File: config.mk
export PLATFORM = sky130hd
export DESIGN_NAME = cla_word_sequencer_flat
export DESIGN_NICKNAME = d
export VERILOG_FILES = /design/src/rtl/cla_word_sequencer_pkg.sv /design/src/rtl/cla_word_sequencer_if.sv /design/src/rtl/carry_lookahead_adder.sv /design/src/rtl/cla_word_sequencer.sv /design/src/flat_wrapper.sv
export SDC_FILE = /design/constraint.sdc
export NUM_CORES = 1
export LEC_CHECK = 0
export ABC_AREA = 1
export BUFFER_PORTS_ARGS = -buffer_cell sky130_fd_sc_hd__buf_2
export CAP_MARGIN = 10
export CELL_PAD_IN_SITES_DETAIL_PLACEMENT = 1
export CELL_PAD_IN_SITES_GLOBAL_PLACEMENT = 1
export CORE_MARGIN = 8
export CORE_UTILIZATION = 34
export DETAILED_ROUTE_END_ITERATION = 12
export GPL_ROUTABILITY_DRIVEN = 0
export PLACE_DENSITY = 0.84
export SYNTH_ARGS = -nofsm -noshare
export SYNTH_HDL_FRONTEND = slang
export SYNTH_SLANG_ARGS = --single-unit
File: constraint.sdc
create_clock -name clk -period 4.8 [get_ports clk]
set_input_delay 0.48 -clock clk [delete_from_list [all_inputs] [get_ports clk]]
set_output_delay 0.48 -clock clk [all_outputs]
set_load 0.1 [all_outputs]
File: src/rtl/cla_word_sequencer_pkg.sv
// cla_seq_pkg: shared constants and types for the byte-serial wide adder.
//   BYTE_W    : width of one adder beat
//   state_t   : sequencer FSM encoding
//   idx_width : width of the byte index for a given byte count
package cla_seq_pkg;

   localparam int BYTE_W = 8;

   typedef enum logic [1:0] {
      IDLE = 2'd0,
      RUN  = 2'd1,
      DONE = 2'd2
   } state_t;

   // max(1, clog2(n)), so a one-byte build still gets a 1-bit index
   function automatic int idx_width(input int n);
      return (n <= 2) ? 1 : $clog2(n);
   endfunction

endpackage

File: src/rtl/cla_word_sequencer_if.sv
// cla_word_sequencer_if: request/response bundle between a requester and the
// byte-serial adder.
//   request  : in_valid, in_ready, op_a, op_b, cin (and sub when
//              CLA_SEQ_SUB_MODE_EN is defined)
//   response : out_valid, out_ready, result, cout
// Modports: master = requester side, slave = sequencer side.
interface cla_word_sequencer_if #(parameter int NUM_BYTES = 4);
   import cla_seq_pkg::*;

   logic                        in_valid;
   logic                        in_ready;
   logic [BYTE_W*NUM_BYTES-1:0] op_a;
   logic [BYTE_W*NUM_BYTES-1:0] op_b;
   logic                        cin;
`ifdef CLA_SEQ_SUB_MODE_EN
   logic                        sub;
`endif
   logic                        out_valid;
   logic                        out_ready;
   logic [BYTE_W*NUM_BYTES-1:0] result;
   logic                        cout;

`ifdef CLA_SEQ_SUB_MODE_EN
   modport master (output in_valid, op_a, op_b, cin, sub, out_ready,
                   input  in_ready, out_valid, result, cout);
   modport slave  (input  in_valid, op_a, op_b, cin, sub, out_ready,
                   output in_ready, out_valid, result, cout);
`else
   modport master (output in_valid, op_a, op_b, cin, out_ready,
                   input  in_ready, out_valid, result, cout);
   modport slave  (input  in_valid, op_a, op_b, cin, out_ready,
                   output in_ready, out_valid, result, cout);
`endif

endinterface

File: src/rtl/carry_lookahead_adder.sv
// carry_lookahead_adder: 8-bit adder built from generate/propagate terms.
//   A, B : addends
//   Cin  : carry in
//   Sum  : A + B + Cin (low 8 bits)
//   Cout : carry out of bit 7
module carry_lookahead_adder (
   input  logic [7:0] A,
   input  logic [7:0] B,
   input  logic       Cin,
   output logic [7:0] Sum,
   output logic       Cout
);

   logic [7:0] g;
   logic [7:0] p;
   logic [8:0] c;

   assign g = A & B;
   assign p = A ^ B;

   // Carry recurrence written per bit; it flattens into two-level lookahead terms.
   always_comb begin
      c = '0;
      c[0] = Cin;
      for (int i = 0; i < 8; i++) begin
         c[i+1] = g[i] | (p[i] & c[i]);
      end
   end

   assign Sum  = p ^ c[7:0];
   assign Cout = c[8];

endmodule

File: src/rtl/cla_word_sequencer.sv
// cla_word_sequencer: adds two NUM_BYTES-byte operands by pushing one byte per
// cycle (LSB first) through a single shared 8-bit carry_lookahead_adder.
//   clk : clock, rising-edge
//   rst : synchronous active-high reset
//   bus : cla_word_sequencer_if.slave (valid/ready request and response)
// Optional build macro CLA_SEQ_SUB_MODE_EN adds the sub input: when set, op_b
// is inverted per byte and the initial carry is forced to 1 (op_a - op_b).
//
// state | meaning
// IDLE  | in_ready=1, waiting for a request
// RUN   | one byte per cycle through the adder
// DONE  | out_valid=1, result/cout held until out_ready
module cla_word_sequencer
   import cla_seq_pkg::*;
#(
   parameter int NUM_BYTES = 4
) (
   input  logic                 clk,
   input  logic                 rst,
   cla_word_sequencer_if.slave  bus
);

   localparam int W     = BYTE_W * NUM_BYTES;
   localparam int IDX_W = idx_width(NUM_BYTES);
   localparam logic [IDX_W-1:0] LAST_IDX = IDX_W'(NUM_BYTES - 1);

   state_t             state;
   state_t             state_nxt;
   logic [W-1:0]       a_q;
   logic [W-1:0]       b_q;
   logic [W-1:0]       result_q;
   logic [IDX_W-1:0]   idx;
   logic               carry;
   logic               cout_q;
   logic               sub_q;
   logic               sub_in;
   logic               accept;
   logic               last_beat;
   logic [BYTE_W-1:0]  add_a;
   logic [BYTE_W-1:0]  add_b;
   logic               add_cin;
   logic [BYTE_W-1:0]  add_sum;
   logic               add_cout;

`ifdef CLA_SEQ_SUB_MODE_EN
   assign sub_in = bus.sub;
`else
   assign sub_in = 1'b0;
`endif

   assign accept    = (state == IDLE) && bus.in_valid;
   assign last_beat = (idx == LAST_IDX);

   always_ff @(posedge clk) begin
      if (rst) state <= IDLE;
      else     state <= state_nxt;
   end

   always_comb begin
      state_nxt     = state;
      bus.in_ready  = 1'b0;
      bus.out_valid = 1'b0;
      case (state)
         IDLE: begin
            bus.in_ready = 1'b1;
            if (bus.in_valid) state_nxt = RUN;
         end
         RUN: begin
            if (last_beat) state_nxt = DONE;
         end
         DONE: begin
            bus.out_valid = 1'b1;
            if (bus.out_ready) state_nxt = IDLE;
         end
         default: state_nxt = IDLE;
      endcase
   end

   // Byte mux into the shared adder; quiet (all zero) whenever not running.
   always_comb begin
      add_a   = '0;
      add_b   = '0;
      add_cin = 1'b0;
      if (state == RUN) begin
         add_a   = a_q[idx*BYTE_W +: BYTE_W];
         add_b   = b_q[idx*BYTE_W +: BYTE_W] ^ {BYTE_W{sub_q}};
         add_cin = carry;
      end
   end

   carry_lookahead_adder u_cla (
      .A    (add_a),
      .B    (add_b),
      .Cin  (add_cin),
      .Sum  (add_sum),
      .Cout (add_cout)
   );

   always_ff @(posedge clk) begin
      if (rst) begin
         a_q      <= '0;
         b_q      <= '0;
         sub_q    <= 1'b0;
         idx      <= '0;
         carry    <= 1'b0;
         result_q <= '0;
         cout_q   <= 1'b0;
      end else begin
         if (accept) begin
            a_q   <= bus.op_a;
            b_q   <= bus.op_b;
            sub_q <= sub_in;
            idx   <= '0;
            // subtraction is A + ~B + 1, so the external carry is ignored
            carry <= sub_in ? 1'b1 : bus.cin;
         end
         if (state == RUN) begin
            result_q[idx*BYTE_W +: BYTE_W] <= add_sum;
            carry <= add_cout;
            idx   <= idx + 1'b1;
            if (last_beat) cout_q <= add_cout;
         end
      end
   end

   assign bus.result = result_q;
   assign bus.cout   = cout_q;

endmodule
File: src/flat_wrapper.sv
// flat-port wrapper written by rule: the top's interface ports become plain ports
module cla_word_sequencer_flat import cla_seq_pkg::*;
#(
   parameter int NUM_BYTES = 4
)
  (clk, rst, bus_in_valid, bus_op_a, bus_op_b, bus_cin, bus_out_ready, bus_in_ready, bus_out_valid, bus_result, bus_cout);
  cla_word_sequencer_if #(.NUM_BYTES(NUM_BYTES)) bus_i ();
  input  logic clk;
  input  logic rst;
  input wire logic [$bits(bus_i.in_valid)-1:0] bus_in_valid;
  input wire logic [$bits(bus_i.op_a)-1:0] bus_op_a;
  input wire logic [$bits(bus_i.op_b)-1:0] bus_op_b;
  input wire logic [$bits(bus_i.cin)-1:0] bus_cin;
  input wire logic [$bits(bus_i.out_ready)-1:0] bus_out_ready;
  output wire logic [$bits(bus_i.in_ready)-1:0] bus_in_ready;
  output wire logic [$bits(bus_i.out_valid)-1:0] bus_out_valid;
  output wire logic [$bits(bus_i.result)-1:0] bus_result;
  output wire logic [$bits(bus_i.cout)-1:0] bus_cout;
  assign bus_i.in_valid = bus_in_valid;
  assign bus_i.op_a = bus_op_a;
  assign bus_i.op_b = bus_op_b;
  assign bus_i.cin = bus_cin;
  assign bus_i.out_ready = bus_out_ready;
  assign bus_in_ready = bus_i.in_ready;
  assign bus_out_valid = bus_i.out_valid;
  assign bus_result = bus_i.result;
  assign bus_cout = bus_i.cout;
  cla_word_sequencer #(.NUM_BYTES(NUM_BYTES)) u_core (.clk(clk), .rst(rst), .bus(bus_i));
endmodule
==> results of run 1 <==
## per-layer routing
layer	global-route usage (%)	up-vias
met2	27.0	87
met5	0	-
met4	5.43	0
met3	3.84	16
met1	19.1	2040
li1	-	2292
## what timing repair did
action	CTS	global route
setup endpoints to repair	0	4
gates resized for setup	0	5
hold buffers	0	0
## path summary, 6_finish.rpt
check	end	cells after the start	start	slack (ps)
worst max register to register	u_core.bus.result[15]	18	u_core.idx[1]	240
worst min-delay path	u_core.a_q[22]	3	bus_op_a[22]	370
worst min register to register	u_core.a_q[15]	2	u_core.a_q[15]	460
worst max-delay path	u_core.bus.result[15]	18	u_core.idx[1]	240
## flip-flops by register name, indices dropped and copies added, names as in the netlist
name               cells
u_core.b_q            32
u_core.a_q            32
u_core.bus.result     32
u_core.idx             2
u_core.state           2
u_core.carry           1
u_core.bus.cout        1
## Yosys cell counts (6+ instances only)
master / n
inv_1: 43
fa_1: 8
dfxtp_1: 102
nor2_1: 229
nand2_1: 77
o21ai_0: 114
ha_1: 6
buf_2: 18
a21oi_1: 30
nand3_1: 11
clkbuf_1: 14
## power by group through the flow
stage | logic [mW] | registers (mW) | clock network, mW
floorplan | 0.214 | 0.989 | 0
global placement | 0.354 | 0.951 | 0
detailed placement | 0.362 | 0.953 | 0
CTS | 0.364 | 0.934 | 0.705
global route | 0.404 | 0.940 | 0.738
finish | 0.360 | 0.935 | 0.686
## final cells by class
type	instances	area, sq um
fillers	1841	8090
multi-input cells	489	2270
flip-flops and latches	102	2050
repair buffers	112	596
clock buffers	10	229
well taps	180	225
inverters	45	169
clock inverters	6	47.5
## worst reg2reg max path: stages, from the launching register on
cell and delay, ps:
dfxtp_2 360, buf_12 170, nor2_1 140, nand2_1 60
a21oi_1 190, fa_1 220, inv_1 50, fa_1 380
fa_1 400, fa_1 400, fa_1 400, fa_1 410
fa_1 390, inv_1 80, fa_1 470, nand3_1 130
nor2_1 60, nor2_1 90, nor2_1 40
## cells by family (layout without fill, tap and decap cells)
| kind of cell | after synthesis | in the layout |
|---|---|---|
| flip-flops | 102 | 102 |
| buffers and inverters | 83 | 173 |
| AND/OR/NAND/NOR | 327 | 327 |
| adder cells (fa/ha/maj) | 14 | 14 |
| AO/OA/AOI/OAI | 148 | 148 |
## per-stage QoR
step,hold slack [ps],utilization (%)
after floorplan,429,-
after global placement,445,38.8
after detailed placement,452,38.8
after CTS,365,40.8
after global routing,387,40.8
final,374,40.8
==> results.py, run 1 <==
metrics = {
    "outcome": {
        "run_status": "finished clean",
    },
    "global_route": {
        "grt_use_total_pct": 15.9,
        "overflow": 0,
        "grt_pass1_wl_um": 22900,
        "antenna_found_initial": 0,
        "grt_pass1_vias": 4683,
        "grt_start_max_net_pins": 70,
    },
    "synth": {
        "synth-async-reset-ratio_pct": 0,
        "synth_area_per_cell_sq_um": 6.93,
        "yosys.cell_types.count": 24,
        "synth_top_family_by_area": "simple AND/OR/NAND/NOR gates",
        "yosysTopAreaCellShare_pct": 43.7,
        "synthCells": 674,
        "synth-compound-area-share_pct": 15.9,
        "synthXorXnorAreaFrac_pct": 0,
        "synth_mux_area_share_pct": 0,
        "synthFlopType": "dfxtp_1",
        "synthAdderAreaFrac_pct": 5.03,
        "synth_nets": 757,
        "syn_area_sq_um": 4670,
        "synth-simple-area-share_pct": 27.6,
        "ys_warn_count": 0,
        "synth_edf_count": 0,
        "yosys.area.top_type": "dfxtp_1",
        "yosys-top-cells-area": "dfxtp_1 (44%), nor2_1 (18%), o21ai_0 (12%), nand2_1 (6.2%), inv_1 (3.5%)",
        "yosysSeqAreaShare_pct": 43.7,
        "synth_seq_cells": 102,
    },
    "route": {
        "wirelength_um": 13900,
        "dr.max_layer_used": "met4",
        "wl_met2_um": 6650,
        "ant_nets": 0,
        "drt_iter0_markers": 224,
        "first_pass_iters": 4,
        "routed_via_density": 4.70,
        "met3_length_um": 623,
        "drc": 0,
        "wire_per_inst_um": 14.7,
        "wl_met1_um": 6400,
        "vias": 4435,
    },
    "placed_design": {
        "dp_hpwl_um": 10600,
        "pre_cts_ws_ps": 144,
        "place_inst": 928,
        "placed_area_sq_um": 5300,
        "numPortBuffers": 103,
    },
    "sta": {
        "drv_slew": 0,
        "setup_tns_ps": 0,
        "fin_crit_sh_pct": 95.0,
        "finalHoldViolations": 0,
        "period_minus_slack_ps": 4560,
        "clock.fmax_ghz": 0.219,
        "setup_violations": 0,
        "rsz0062_at_grt": "false",
        "tightest_slew_ps": 1020,
        "final.setup.worst_slack_ps": 241,
        "slew_headroom_pct": 31.8,
        "skew_ps": 11.3,
    },
    "power_and_ir_drop": {
        "p_comb_share_pct": 18.2,
        "seqPwrFrac_pct": 47.2,
        "power.internal_mw": 1.37,
        "power_mw": 1.98,
        "vdd_drop_max_mv": 0.162,
        "p_leak_nw": 2.54,
        "powerDensity_nw_per_um2": 355,
        "p_sw_mw": 0.616,
        "clockPowerShare_pct": 34.6,
        "swShare_pct": 31.1,
    },
    "worst_setup_path": {
        "end_kind": "flip-flop",
        "cp_slowest_cell": "fa_1",
        "crit_top_cell": "fa_1",
        "crit_fanout": 29,
        "cpPeakStageDelay_ps": 470,
        "critical_path.top_delay_family": "adder cells",
        "crit_chain": "buf_12 > nor2_1 > nand2_1 > a21oi_1 > fa_1 > inv_1 > fa_1 > fa_1 > fa_1 > fa_1 > fa_1 > fa_1 > inv_1 > fa_1 > nand3_1 > nor2_1 > nor2_1 > nor2_1",
        "worstSetupStartpointType": "flip-flop",
        "cp.arrival_ps": 4790,
        "worstPathRequired_ps": 5030,
        "criticalPathCategory": "flip-flop to flip-flop",
        "cp_num_buf_inv": 3,
    },
    "floorplanning": {
        "die_height_um": 133,
        "die_x_um": 133,
        "die-area_sq_um": 17800,
        "ios": 104,
        "initial_utilization_pct": 34.2,
        "rows": 43,
        "core-area_sq_um": 13700,
    },
    "cells_and_area": {
        "nNetsFinal": 842,
        "area_growth_pct": 19.4,
        "layout_commonest_cell": "nor2_1",
        "final_cell_mix": "nor2_1 (229), o21ai_0 (114), buf_2 (103)",
        "fin_cells": 944,
        "final_area_sq_um": 5580,
        "antenna_cells": 0,
        "drive_above_1_share_pct": 18.6,
    },
    "clock_tree": {
        "cts_sinks": 102,
        "cts_tree": "built",
        "cts_htree_levels": 3,
        "clockBufferDepth": 2,
        "worst_skew_pair.late_latency_ps": 360,
        "clk_pin_slew_worst_paths_ps": 70,
        "clockRootBuffer": "clkbuf_16",
        "post_cts_buffers": 0,
        "cts_made_buffers": 9,
    },
    "min_path": {
        "min_path_type": "input port to flip-flop",
    },
    "job": {
        "max-cap-violations": 0,
    },
}
Note: power is estimated with default switching activity, not from simulation.
==> run 2, diff against run 1 <==
--- a/config.mk
+++ b/config.mk
@@ -11,10 +11,10 @@
 export CELL_PAD_IN_SITES_DETAIL_PLACEMENT = 1
 export CELL_PAD_IN_SITES_GLOBAL_PLACEMENT = 1
 export CORE_MARGIN = 8
-export CORE_UTILIZATION = 34
+export CORE_UTILIZATION = 38
 export DETAILED_ROUTE_END_ITERATION = 12
 export GPL_ROUTABILITY_DRIVEN = 0
-export PLACE_DENSITY = 0.84
+export PLACE_DENSITY = 0.88
 export SYNTH_ARGS = -nofsm -noshare
 export SYNTH_HDL_FRONTEND = slang
 export SYNTH_SLANG_ARGS = --single-unit
==> constraint.sdc (replaced) <==
create_clock -name clk -period 4.6 [get_ports clk]
set_input_delay 0.46 -clock clk [delete_from_list [all_inputs] [get_ports clk]]
set_output_delay 0.46 -clock clk [all_outputs]
set_load 0.1 [all_outputs]
==> results.py, run 2 (synthesis results as in run 1) <==
metrics = {
    "sta": {
        "final.setup.worst_slack_ps": 201,
        "drv_slew": 0,
        "skew_ps": 10.6,
        "fin_crit_sh_pct": 95.6,
        "setup_violations": 0,
        "clock.fmax_ghz": 0.227,
        "finalHoldViolations": 0,
        "setup_tns_ps": 0,
        "tightest_slew_ps": 1030,
        "slew_headroom_pct": 31.5,
        "period_minus_slack_ps": 4400,
    },
    "floorplanning": {
        "die_x_um": 127,
        "die_height_um": 127,
        "core-area_sq_um": 12000,
        "rows": 40,
        "ios": 104,
        "die-area_sq_um": 16100,
        "initial_utilization_pct": 38.9,
    },
    "clock_tree": {
        "cts_made_buffers": 9,
        "cts_tree": "built",
        "clk_pin_slew_worst_paths_ps": 80,
        "post_cts_buffers": 0,
        "cts_htree_levels": 3,
        "clockBufferDepth": 2,
        "hold_buffers": 0,
        "clockRootBuffer": "clkbuf_16",
        "worst_skew_pair.late_latency_ps": 350,
        "cts_sinks": 102,
    },
    "worst_setup_path": {
        "end_kind": "flip-flop",
        "worstSetupStartpointType": "flip-flop",
        "cpPeakStageDelay_ps": 470,
        "cp_slowest_cell": "fa_2",
        "cp_num_buf_inv": 3,
        "critical_path.top_delay_family": "adder cells",
        "crit_chain": "inv_2 > nor2_1 > o21ai_0 > a21oi_2 > fa_1 > inv_1 > fa_2 > fa_1 > fa_2 > fa_1 > fa_2 > fa_1 > inv_1 > fa_2 > nand3_2 > nor2_1 > nor2_1 > nor2_1",
        "crit_path_start": "u_core.idx[1]",
        "cp.arrival_ps": 4600,
        "r2r_start": "u_core.idx[1]",
        "worstPathRequired_ps": 4800,
        "crit_fanout": 7,
        "criticalPathCategory": "flip-flop to flip-flop",
    },
    "cells_and_area": {
        "drive_above_1_share_pct": 19.7,
        "nNetsFinal": 845,
        "antenna_cells": 0,
        "final_area_sq_um": 5610,
        "multiInputGateArea_sq_um": 2290,
        "layout_commonest_cell": "nor2_1",
        "final_cell_mix": "nor2_1 (229), o21ai_0 (113), buf_2 (103)",
        "area_growth_pct": 20.1,
        "fillCellCount": 1592,
        "regArea_sq_um": 2050,
    },
    "route": {
        "first_pass_iters": 4,
        "routed_via_density": 5.01,
        "wirelength_um": 14600,
        "drc": 0,
        "vias": 4582,
        "wire_per_inst_um": 16.0,
        "drt_iter0_markers": 342,
        "ant_nets": 0,
    },
    "global_route": {
        "grt_use_total_pct": 18.3,
        "grt_start_max_net_pins": 70,
        "overflow": 0,
        "grt_pass1_wl_um": 23900,
        "antenna_found_initial": 0,
        "grt_pass1_vias": 4897,
    },
    "outcome": {
        "run_status": "finished clean",
    },
    "power_and_ir_drop": {
        "p_leak_nw": 2.57,
        "power_mw": 2.11,
        "vdd_drop_max_mv": 0.169,
        "powerDensity_nw_per_um2": 376,
    },
    "placed_design": {
        "pre_cts_ws_ps": -168,
        "numPortBuffers": 103,
        "dp_hpwl_um": 11100,
        "placed_area_sq_um": 5280,
    },
    "min_path": {
        "hold_start": "bus_op_a[22]",
        "min_path_type": "input port to flip-flop",
    },
    "job": {
        "max-cap-violations": 0,
    },
}
==> run 2: repair_timing <==
item                                    in CTS  in global routing
resized for setup                            7                  8
endpoints found under the hold margin        0                  0
pin swaps                                    1                  0
endpoints found under the setup margin       4                  4
==> run 2: layout make-up <==
class / count / share of cell area [%]
Sequential cell: 102 / 36.5
Tap cell: 147 / 3.28
Multi-Input combinational cell: 489 / 40.8
Clock inverter: 7 / 1.18
Timing Repair Buffer: 115 / 11.2
Clock buffer: 9 / 4.01
Inverter: 45 / 3.01
==> run 2: power breakdown <==
part           internal (mW)  switching, mW  leakage, nW  total, mW
Combinational          0.118          0.269         1.60      0.387
Clock                  0.381          0.367        0.138      0.747
Sequential             0.940         0.0368        0.840      0.977
==> run 2: path summary, 6_finish.rpt <==
check	to	slack, ps	cells past startpoint
worst min-delay path	u_core.a_q[22]	350	3
worst min register to register	u_core.bus.result[19]	470	2
worst max-delay path	u_core.bus.result[15]	200	18
worst max register to register	u_core.bus.result[15]	200	18
==> run 2: worst reg2reg max path, delay by kind of cell, from the launching register on <==
family / cells / cell delay (ps)
compound gates: 2 / 310
fa+ha+maj: 8 / 2880
buf+inv: 3 / 220
flops: 1 / 380
simple gates: 5 / 470
==> run 2: per-layer routing <==
| metal | vias up | track usage, % | routed length [um] |
|---|---|---|---|
| met5 | - | 0 | 0 |
| met2 | 103 | 32.7 | 7250 |
| li1 | 2295 | - | - |
| met1 | 2166 | 21.4 | 6480 |
| met3 | 18 | 3.69 | 667 |
| met4 | 0 | 5.46 | 228 |
==> run 2: per-stage QoR <==
| stage | hold slack [ps] | instances | utilization (%) |
|---|---|---|---|
| after floorplan | 429 | 674 | - |
| after global placement | 449 | 898 | 44.0 |
| after detailed placement | 458 | 898 | 44.0 |
| after CTS | 344 | 914 | 46.5 |
| after global routing | 368 | 914 | 46.7 |
| final | 347 | 914 | 46.7 |
==> run 3, diff against run 2 <==
--- a/config.mk
+++ b/config.mk
@@ -15,6 +15,7 @@
 export DETAILED_ROUTE_END_ITERATION = 12
 export GPL_ROUTABILITY_DRIVEN = 0
 export PLACE_DENSITY = 0.88
+export REMOVE_ABC_BUFFERS = 1
 export SYNTH_ARGS = -nofsm -noshare
 export SYNTH_HDL_FRONTEND = slang
 export SYNTH_SLANG_ARGS = --single-unit
==> constraint.sdc (replaced) <==
create_clock -name clk -period 4.6 [get_ports clk]
set_input_delay 0.46 -clock clk [delete_from_list [all_inputs] [get_ports clk]]
set_output_delay 0.46 -clock clk [all_outputs]
set_load 0.01 [all_outputs]
==> results.py, run 3 (synthesis results as in run 1) <==
metrics = {
    "route": {
        "routed_via_density": 4.99,
        "drc": 0,
        "ant_nets": 0,
        "wirelength_um": 14300,
        "drt_iter0_markers": 197,
        "wire_per_inst_um": 15.6,
        "vias": 4555,
        "first_pass_iters": 4,
    },
    "cells_and_area": {
        "area_growth_pct": 19.0,
        "fillCellCount": 1578,
        "layout_commonest_cell": "nor2_1",
        "final_cell_mix": "nor2_1 (228), o21ai_0 (114), buf_2 (103)",
        "multiInputGateArea_sq_um": 2280,
        "fin_util_pct": 46.3,
        "antenna_cells": 0,
        "fin_cells": 913,
        "regArea_sq_um": 2050,
        "drive_above_1_share_pct": 19.5,
        "nNetsFinal": 844,
    },
    "global_route": {
        "overflow": 0,
        "grt_pass1_wl_um": 23400,
        "grt_pass1_vias": 4869,
        "grt_start_max_net_pins": 70,
        "antenna_found_initial": 0,
        "grt_use_total_pct": 17.9,
    },
    "power_and_ir_drop": {
        "vdd_drop_max_mv": 0.276,
        "p_leak_nw": 2.55,
        "powerDensity_nw_per_um2": 362,
        "p_comb_share_pct": 16.1,
        "clockPowerShare_pct": 35.4,
        "power.internal_mw": 1.42,
        "swShare_pct": 29.2,
        "seqPwrFrac_pct": 48.5,
        "p_sw_mw": 0.587,
    },
    "floorplanning": {
        "die_x_um": 127,
        "core-area_sq_um": 12000,
        "die_height_um": 127,
        "initial_utilization_pct": 38.9,
        "ios": 104,
        "rows": 40,
        "die-area_sq_um": 16100,
    },
    "job": {
        "max-cap-violations": 0,
    },
    "sta": {
        "tightest_slew_ps": 1040,
        "skew_ps": 9.65,
        "drv_slew": 0,
        "final.setup.worst_slack_ps": 196,
        "rsz0062_at_grt": "false",
        "slew_headroom_pct": 30.3,
        "clock.fmax_ghz": 0.227,
        "finalHoldViolations": 0,
        "period_minus_slack_ps": 4400,
        "fin_crit_sh_pct": 95.7,
        "setup_violations": 0,
    },
    "placed_design": {
        "place_inst": 895,
        "numPortBuffers": 103,
        "pre_cts_ws_ps": -32.0,
        "dp_hpwl_um": 10700,
    },
    "worst_setup_path": {
        "crit_fanout": 7,
        "worstPathRequired_ps": 4830,
        "cp.arrival_ps": 4630,
        "end_kind": "flip-flop",
        "worstSetupStartpointType": "flip-flop",
        "criticalPathCategory": "flip-flop to flip-flop",
    },
    "clock_tree": {
        "cts_htree_levels": 3,
        "clk_pin_slew_worst_paths_ps": 70,
        "worst_skew_pair.late_latency_ps": 360,
        "cts_sinks": 102,
        "clockBufferDepth": 2,
        "cts_made_buffers": 9,
        "cts_tree": "built",
        "hold_buffers": 0,
        "clockRootBuffer": "clkbuf_16",
    },
    "outcome": {
        "run_status": "finished clean",
    },
    "min_path": {
        "min_path_type": "input port to flip-flop",
    },
}
## run 3: area by class of cell
| cell class | count | share of cell area [%] |
|---|---|---|
| multi-input combinational | 489 | 41.1 |
| sequential | 102 | 36.9 |
| timing repair buffer | 114 | 10.8 |
| clock buffer | 10 | 4.12 |
| tap | 147 | 3.31 |
| inverter | 45 | 3.04 |
| clock inverter | 6 | 0.833 |
## run 3: stage by stage
stage,setup TNS (ps),power (mW),hold slack [ps],instance area (sq um)
after floorplan,-2110,1.18,431,4480
after global placement,0,1.29,448,5250
after detailed placement,-32.0,1.32,457,5250
after CTS,0,2.03,342,5530
after global routing,0,2.12,356,5560
final,0,2.01,353,5560
## run 3: metal layers
layer | wire length, um | global-route usage (%) | vias up | part of all wire [%]
met1 | 6310 | 19.8 | 2138 | 44
met5 | 0 | 0 | - | 0
met3 | 689 | 5.07 | 19 | 4.8
li1 | - | - | 2293 | -
met4 | 268 | 5.67 | 0 | 1.9
met2 | 7000 | 32.2 | 105 | 49
## run 3: final timing paths
kind                           endpoint  cells after the start  slack, ps            from
setup reg to reg  u_core.bus.result[15]                     18        200   u_core.idx[1]
setup / recovery  u_core.bus.result[15]                     18        200   u_core.idx[1]
hold reg to reg          u_core.a_q[15]                      2        470  u_core.a_q[15]
hold / removal           u_core.a_q[22]                      3        350    bus_op_a[22]
## run 3: power groups by stage
| stage | Combinational [mW] | Sequential, mW | Clock (mW) |
|---|---|---|---|
| 2_1_floorplan | 0.187 | 0.993 | 0 |
| 3_3_place_gp | 0.302 | 0.992 | 0 |
| 3_5_place_dp | 0.319 | 0.996 | 0 |
| 4_1_cts | 0.323 | 0.977 | 0.734 |
| 5_1_grt | 0.368 | 0.981 | 0.766 |
| 6_report | 0.324 | 0.976 | 0.712 |
## run 3: timing repair
item,in CTS,in global routing
pin swaps,1,4
endpoints found under the hold margin,0,0
setup endpoints to repair,3,4
gates resized for setup,3,8
buffers inserted,0,2
## run 3: worst max-delay path: stages, from the launching register on
cell	delay [ps]
dfxtp_4	370
inv_2	80
nor2_1	100
o21ai_0	120
a21oi_2	200
fa_2	240
inv_1	60
fa_2	350
fa_2	350
fa_1	380
fa_1	390
fa_1	400
fa_1	400
inv_2	80
fa_1	420
nand3_1	130
nor2_1	60
nor2_1	100
nor2_1	40
